<file path="config.mk">
export PLATFORM = sky130hd
export DESIGN_NAME = prime_scan_ctrl
export DESIGN_NICKNAME = d
export VERILOG_FILES = /design/src/rtl/prime_scan_ctrl_pkg.sv /design/src/rtl/prime_div3_cls.sv /design/src/rtl/prime_scan_ctrl.sv
export SDC_FILE = /design/constraint.sdc
export NUM_CORES = 1
export LEC_CHECK = 0
export ABC_AREA = 1
export ABC_CLOCK_PERIOD_IN_PS = 3080
export CAP_MARGIN = 20
export CORE_MARGIN = 3
export CORE_UTILIZATION = 54
export DETAILED_ROUTE_END_ITERATION = 8
export PLACE_DENSITY = 0.85
export SETUP_SLACK_MARGIN = 0.3
export SLEW_MARGIN = 20
export SYNTH_ARGS = -nofsm -noshare
export SYNTH_HDL_FRONTEND = slang
export SYNTH_HIERARCHICAL = 1
export SYNTH_SLANG_ARGS = --single-unit
</file>
<file path="constraint.sdc">
create_clock -name clk -period 3.08 [get_ports clk]
set_input_delay 0.308 -clock clk [delete_from_list [all_inputs] [get_ports clk]]
set_output_delay 0.308 -clock clk [all_outputs]
set_load 0.01 [all_outputs]
</file>
<file path="src/rtl/prime_scan_ctrl_pkg.sv">
// prime_scan_ctrl_pkg: shared state encoding and widths for the prime scan controller
package prime_scan_ctrl_pkg;
  localparam int VAL_W = 4;
  localparam int CNT_W_DEFAULT = 5;
  typedef enum logic [1:0] {IDLE, SCAN, FIN} state_t;
endpackage

</file>
<file path="src/rtl/prime_div3_cls.sv">
// prime_div3_cls: combinational prime / nonzero-multiple-of-3 classifier for a 4-bit value
module prime_div3_cls
  import prime_scan_ctrl_pkg::*;
(
  input  logic [VAL_W-1:0] value,
  output logic             p,
  output logic             d
);
  // one bit per value: primes 2,3,5,7,11,13 and multiples 3,6,9,12,15
  localparam logic [15:0] P_MASK = 16'h28AC;
  localparam logic [15:0] D_MASK = 16'h9248;
  assign p = P_MASK[value];
  assign d = D_MASK[value];
endmodule

</file>
<file path="src/rtl/prime_scan_ctrl.sv">
// prime_scan_ctrl: walks lo..hi one value per accepted beat, classifying and counting
module prime_scan_ctrl
  import prime_scan_ctrl_pkg::*;
#(
  parameter int CNT_W = CNT_W_DEFAULT
) (
  input  logic             clk,
  input  logic             rst,
  input  logic             start,
  input  logic [VAL_W-1:0] lo,
  input  logic [VAL_W-1:0] hi,
  output logic             busy,
  output logic             out_valid,
  input  logic             out_ready,
  output logic [VAL_W-1:0] out_value,
  output logic             out_p,
  output logic             out_d,
  output logic [CNT_W-1:0] prime_cnt,
  output logic [CNT_W-1:0] div3_cnt,
  output logic             done,
  output logic             err
);
  state_t           state_q, state_d;
  logic [VAL_W-1:0] cur_q, cur_d, hi_q, hi_d;
  logic [CNT_W-1:0] prime_cnt_q, prime_cnt_d, div3_cnt_q, div3_cnt_d;
  logic             err_q, err_d, cls_p, cls_d;

  prime_div3_cls u_cls (.value(cur_q), .p(cls_p), .d(cls_d));

  // state, cursor, captured bound, counters and error flag
  always_ff @(posedge clk or posedge rst) begin
    if (rst) begin
      state_q     <= IDLE;
      cur_q       <= '0;
      hi_q        <= '0;
      prime_cnt_q <= '0;
      div3_cnt_q  <= '0;
      err_q       <= 1'b0;
    end else begin
      state_q     <= state_d;
      cur_q       <= cur_d;
      hi_q        <= hi_d;
      prime_cnt_q <= prime_cnt_d;
      div3_cnt_q  <= div3_cnt_d;
      err_q       <= err_d;
    end
  end

  // next state: end of scan is detected by cur==hi so hi=15 never needs cur to wrap
  always_comb begin
    state_d     = state_q;
    cur_d       = cur_q;
    hi_d        = hi_q;
    prime_cnt_d = prime_cnt_q;
    div3_cnt_d  = div3_cnt_q;
    err_d       = err_q;
    case (state_q)
      IDLE: if (start) begin
        prime_cnt_d = '0;
        div3_cnt_d  = '0;
        err_d       = lo > hi;
        state_d     = lo > hi ? FIN : SCAN;
        if (lo <= hi) begin
          cur_d = lo;
          hi_d  = hi;
        end
      end
      SCAN: if (out_ready) begin
        prime_cnt_d = prime_cnt_q + CNT_W'(cls_p);
        div3_cnt_d  = div3_cnt_q + CNT_W'(cls_d);
        state_d     = cur_q == hi_q ? FIN : SCAN;
        cur_d       = cur_q == hi_q ? cur_q : cur_q + VAL_W'(1);
      end
      FIN:     state_d = IDLE;
      default: state_d = IDLE;
    endcase
  end

  assign busy      = state_q == SCAN;
  assign out_valid = busy;
  assign out_value = cur_q;
  assign out_p     = cls_p;
  assign out_d     = cls_d;
  assign done      = state_q == FIN;
  assign prime_cnt = prime_cnt_q;
  assign div3_cnt  = div3_cnt_q;
  assign err       = err_q;
endmodule
</file>
==> metrics.txt <==
ANT nets after route=0; unrepaired setup endpoints after global routing=false; Diodes inserted=0; Critical Path Start=out_value[0]$_DFFE_PP0P_; largest area contributor in the netlist=dfrtp_1; critical path type=flip-flop to primary output; Cells after Synth=191; yosys warns=6; vias in the first global route=around 1200; input/output buffers=31; GR Util All Layers=0.187; clock skew=0.00101 ns; Num Clock Sinks=21; Clk pin slew, worst setup/hold paths=0.12 ns; class of the worst hold path=input port to async pin; Placed Instances=~250; CP delay by family, top=buffers and inverters; slowest stage delay, CP=0.54 ns; global-route wire length before repair=4.91 mm; sequential-to-total area share from yosys stat=0.370; Post-CTS Setup Inserts=0; row count=17; worst path required time=2.77 ns; synthesis-to-layout area growth=24.3%; Yosys cell types=24; most frequent cells in the layout=61 x nand2_1, 32 x inv_1, 31 x clkdlybuf4s50_1; WP data arrival=between 2 and 2.5 ns; #FFs+latches synth=21; Post-CTS Resized=0; grt ovf=0; cts bufs inserted=3; Worst Slack Setup Final=0.691 ns; Avg Inst Size Synth=7.43 sq um; Metal-1 WL=1.36 mm; root buf cell=clkbuf_4; status=finished clean; Core Area=0.00234 sq mm; peak supply drop=between 0.0006 and 0.0007 V; CP max-delay cell=dfrtp_1; max layer used=met4; Fin. Hold Viols=0; # Max-Cap Violations=0; WHS=0.436 ns; max_slew headroom=0.470; Cell Area, Synth=between 0.001 and 0.0015 sq mm; final setup violation count=0; Slew Viols, Final=0; FMAX=419 MHz; setup TNS=0 ns; clock latency on the worst-skew pair=0.31 ns; Worst Path Max Fanout=10; Worst setup SP type=flip-flop; crit end category=primary output; Final Critical Period=2.39 ns; drt pass-1 iters=4; drt wl/cell=12.0 um; deepest clock path buffer count=2; die height=57.3 um; met3 WL post-DR=133 um; DR vias=about 1300; initial antenna violation count=0; dpl hpwl=around 2.4 mm; Vias/cell=5.20; gpl congestion=0.914; Max H-tree Level=1; Starting Density=0.606; TritonCTS clock tree=built; worst slew pin tran=0.795 ns; syn_nets=215; pre-CTS setup slack=0.998 ns; Layout Cells excl Fill=251; area share of the largest cell type after synthesis=0.370; P_leak=0.928 nW; crit share post-route=0.776; worst path cell trace=inv_1, ha_1, inv_1, nand2_1, nand3_1, nand2_1, clkdlybuf4s50_1; DRC Markers=0; IO Pins=32; ratio of cells with drive above 1 in the final layout=0.0762; initial DRC count=29; cts-stage hold buffer count=0; largest net degree at the start of global routing=22; die width=57.3 um; die area=0.00328 sq mm; drt total wl=3.02 mm; Final Net Count=248; commonest non-fill, non-tap cell in the layout=nand2_1; Tot Pwr=roughly 1.4 mW; met2 WL post-DR=around 1.5 mm; top cells by area, synth=dfrtp_1 37%, nand2_1 16%, ha_1 11%, inv_1 8.5%, nand3_1 3.9%; crit path buf inv count=3; pwr/cell area=between 800 and 900 mW/mm^2; reg-to-reg critical path startpoint=out_value[0]$_DFFE_PP0P_
## cell type report
| cell class | count | area [sq um] |
|---|---|---|
| timing repair buffer | 31 | 310 |
| clock buffer | 4 | 26.3 |
| inverter | 34 | 128 |
| sequential | 21 | 526 |
| multi-input combinational | 133 | 739 |
| fill | 178 | 576 |
| tap | 28 | 35.0 |
## final timing paths
path,end,slack [ns],cells after the start
worst max-delay path,out_d,0.69,7
worst min-delay path,div3_cnt[4]$_DFFE_PP0P_,0.44,2
worst max register to register,div3_cnt[4]$_DFFE_PP0P_,0.98,12
worst min register to register,err$_DFFE_PP0P_,0.51,1
max in group asynchronous,out_value[0]$_DFFE_PP0P_,2.15,2
min in group clk,err$_DFFE_PP0P_,0.51,1
## synthesized netlist by cell type (all sizes together)
| cell | number |
|---|---|
| o21ai | 11 |
| a21oi | 5 |
| dfrtp | 21 |
| nand3 | 13 |
| nor3 | 1 |
| or2 | 1 |
| ha | 12 |
| nand2 | 66 |
| buf | 3 |
| nor2 | 11 |
| and3 | 1 |
| xor2 | 2 |
| xnor2 | 1 |
| o21a | 1 |
| nand4 | 8 |
| inv | 34 |
## report_power, final
| group | internal (mW) | switching [mW] | total (mW) |
|---|---|---|---|
| Sequential | 0.360 | 0.120 | 0.481 |
| Combinational | 0.358 | 0.460 | 0.818 |
| Clock | 0.0506 | 0.0863 | 0.137 |
| Total | 0.769 | 0.666 | 1.44 |
## state kept, by name, summed over array words and instances (netlist names)
name       cells
hi_q           4
err            1
div3_cnt       5
out_value      4
prime_cnt      5
state_q        2
## cell families (layout without fill, tap and decap cells)
family                     after synthesis  after routing  share of synthesized area
DFF                                     21             21                      0.370
adders and majority gates               12             12                      0.106
and+or+nand+nor                        101            101                      0.332
AOI/OAI and AO/OA                       17             17                     0.0644
buffers and inverters                   37             69                      0.108
xor gates and xnor gates                 3              3                     0.0185
## per-stage QoR
step	utilization	instance area (sq um)
6_report	0.754	1760
5_1_grt	0.754	1760
4_1_cts	0.754	1760
3_5_place_dp	0.743	1740
3_3_place_gp	0.743	1740
2_1_floorplan	-	1420
## routing by layer
| metal | GRT usage | up-vias |
|---|---|---|
| met5 | 0 | - |
| met4 | 0.0762 | 0 |
| met3 | 0.0339 | 5 |
| met2 | 0.336 | 35 |
| met1 | 0.219 | 603 |
| li1 | - | 661 |
## worst reg2reg max path: stages (launching register included)
cell	delay, ns
dfrtp_1	0.54
inv_1	0.11
ha_1	0.31
inv_1	0.06
nand2_1	0.05
nand3_1	0.10
nand2_1	0.08
ha_1	0.22
ha_1	0.23
nand3_1	0.10
nand2_1	0.05
nand4_1	0.08
o21ai_0	0.08
No activity file was read; power rests on OpenSTA's default activity.
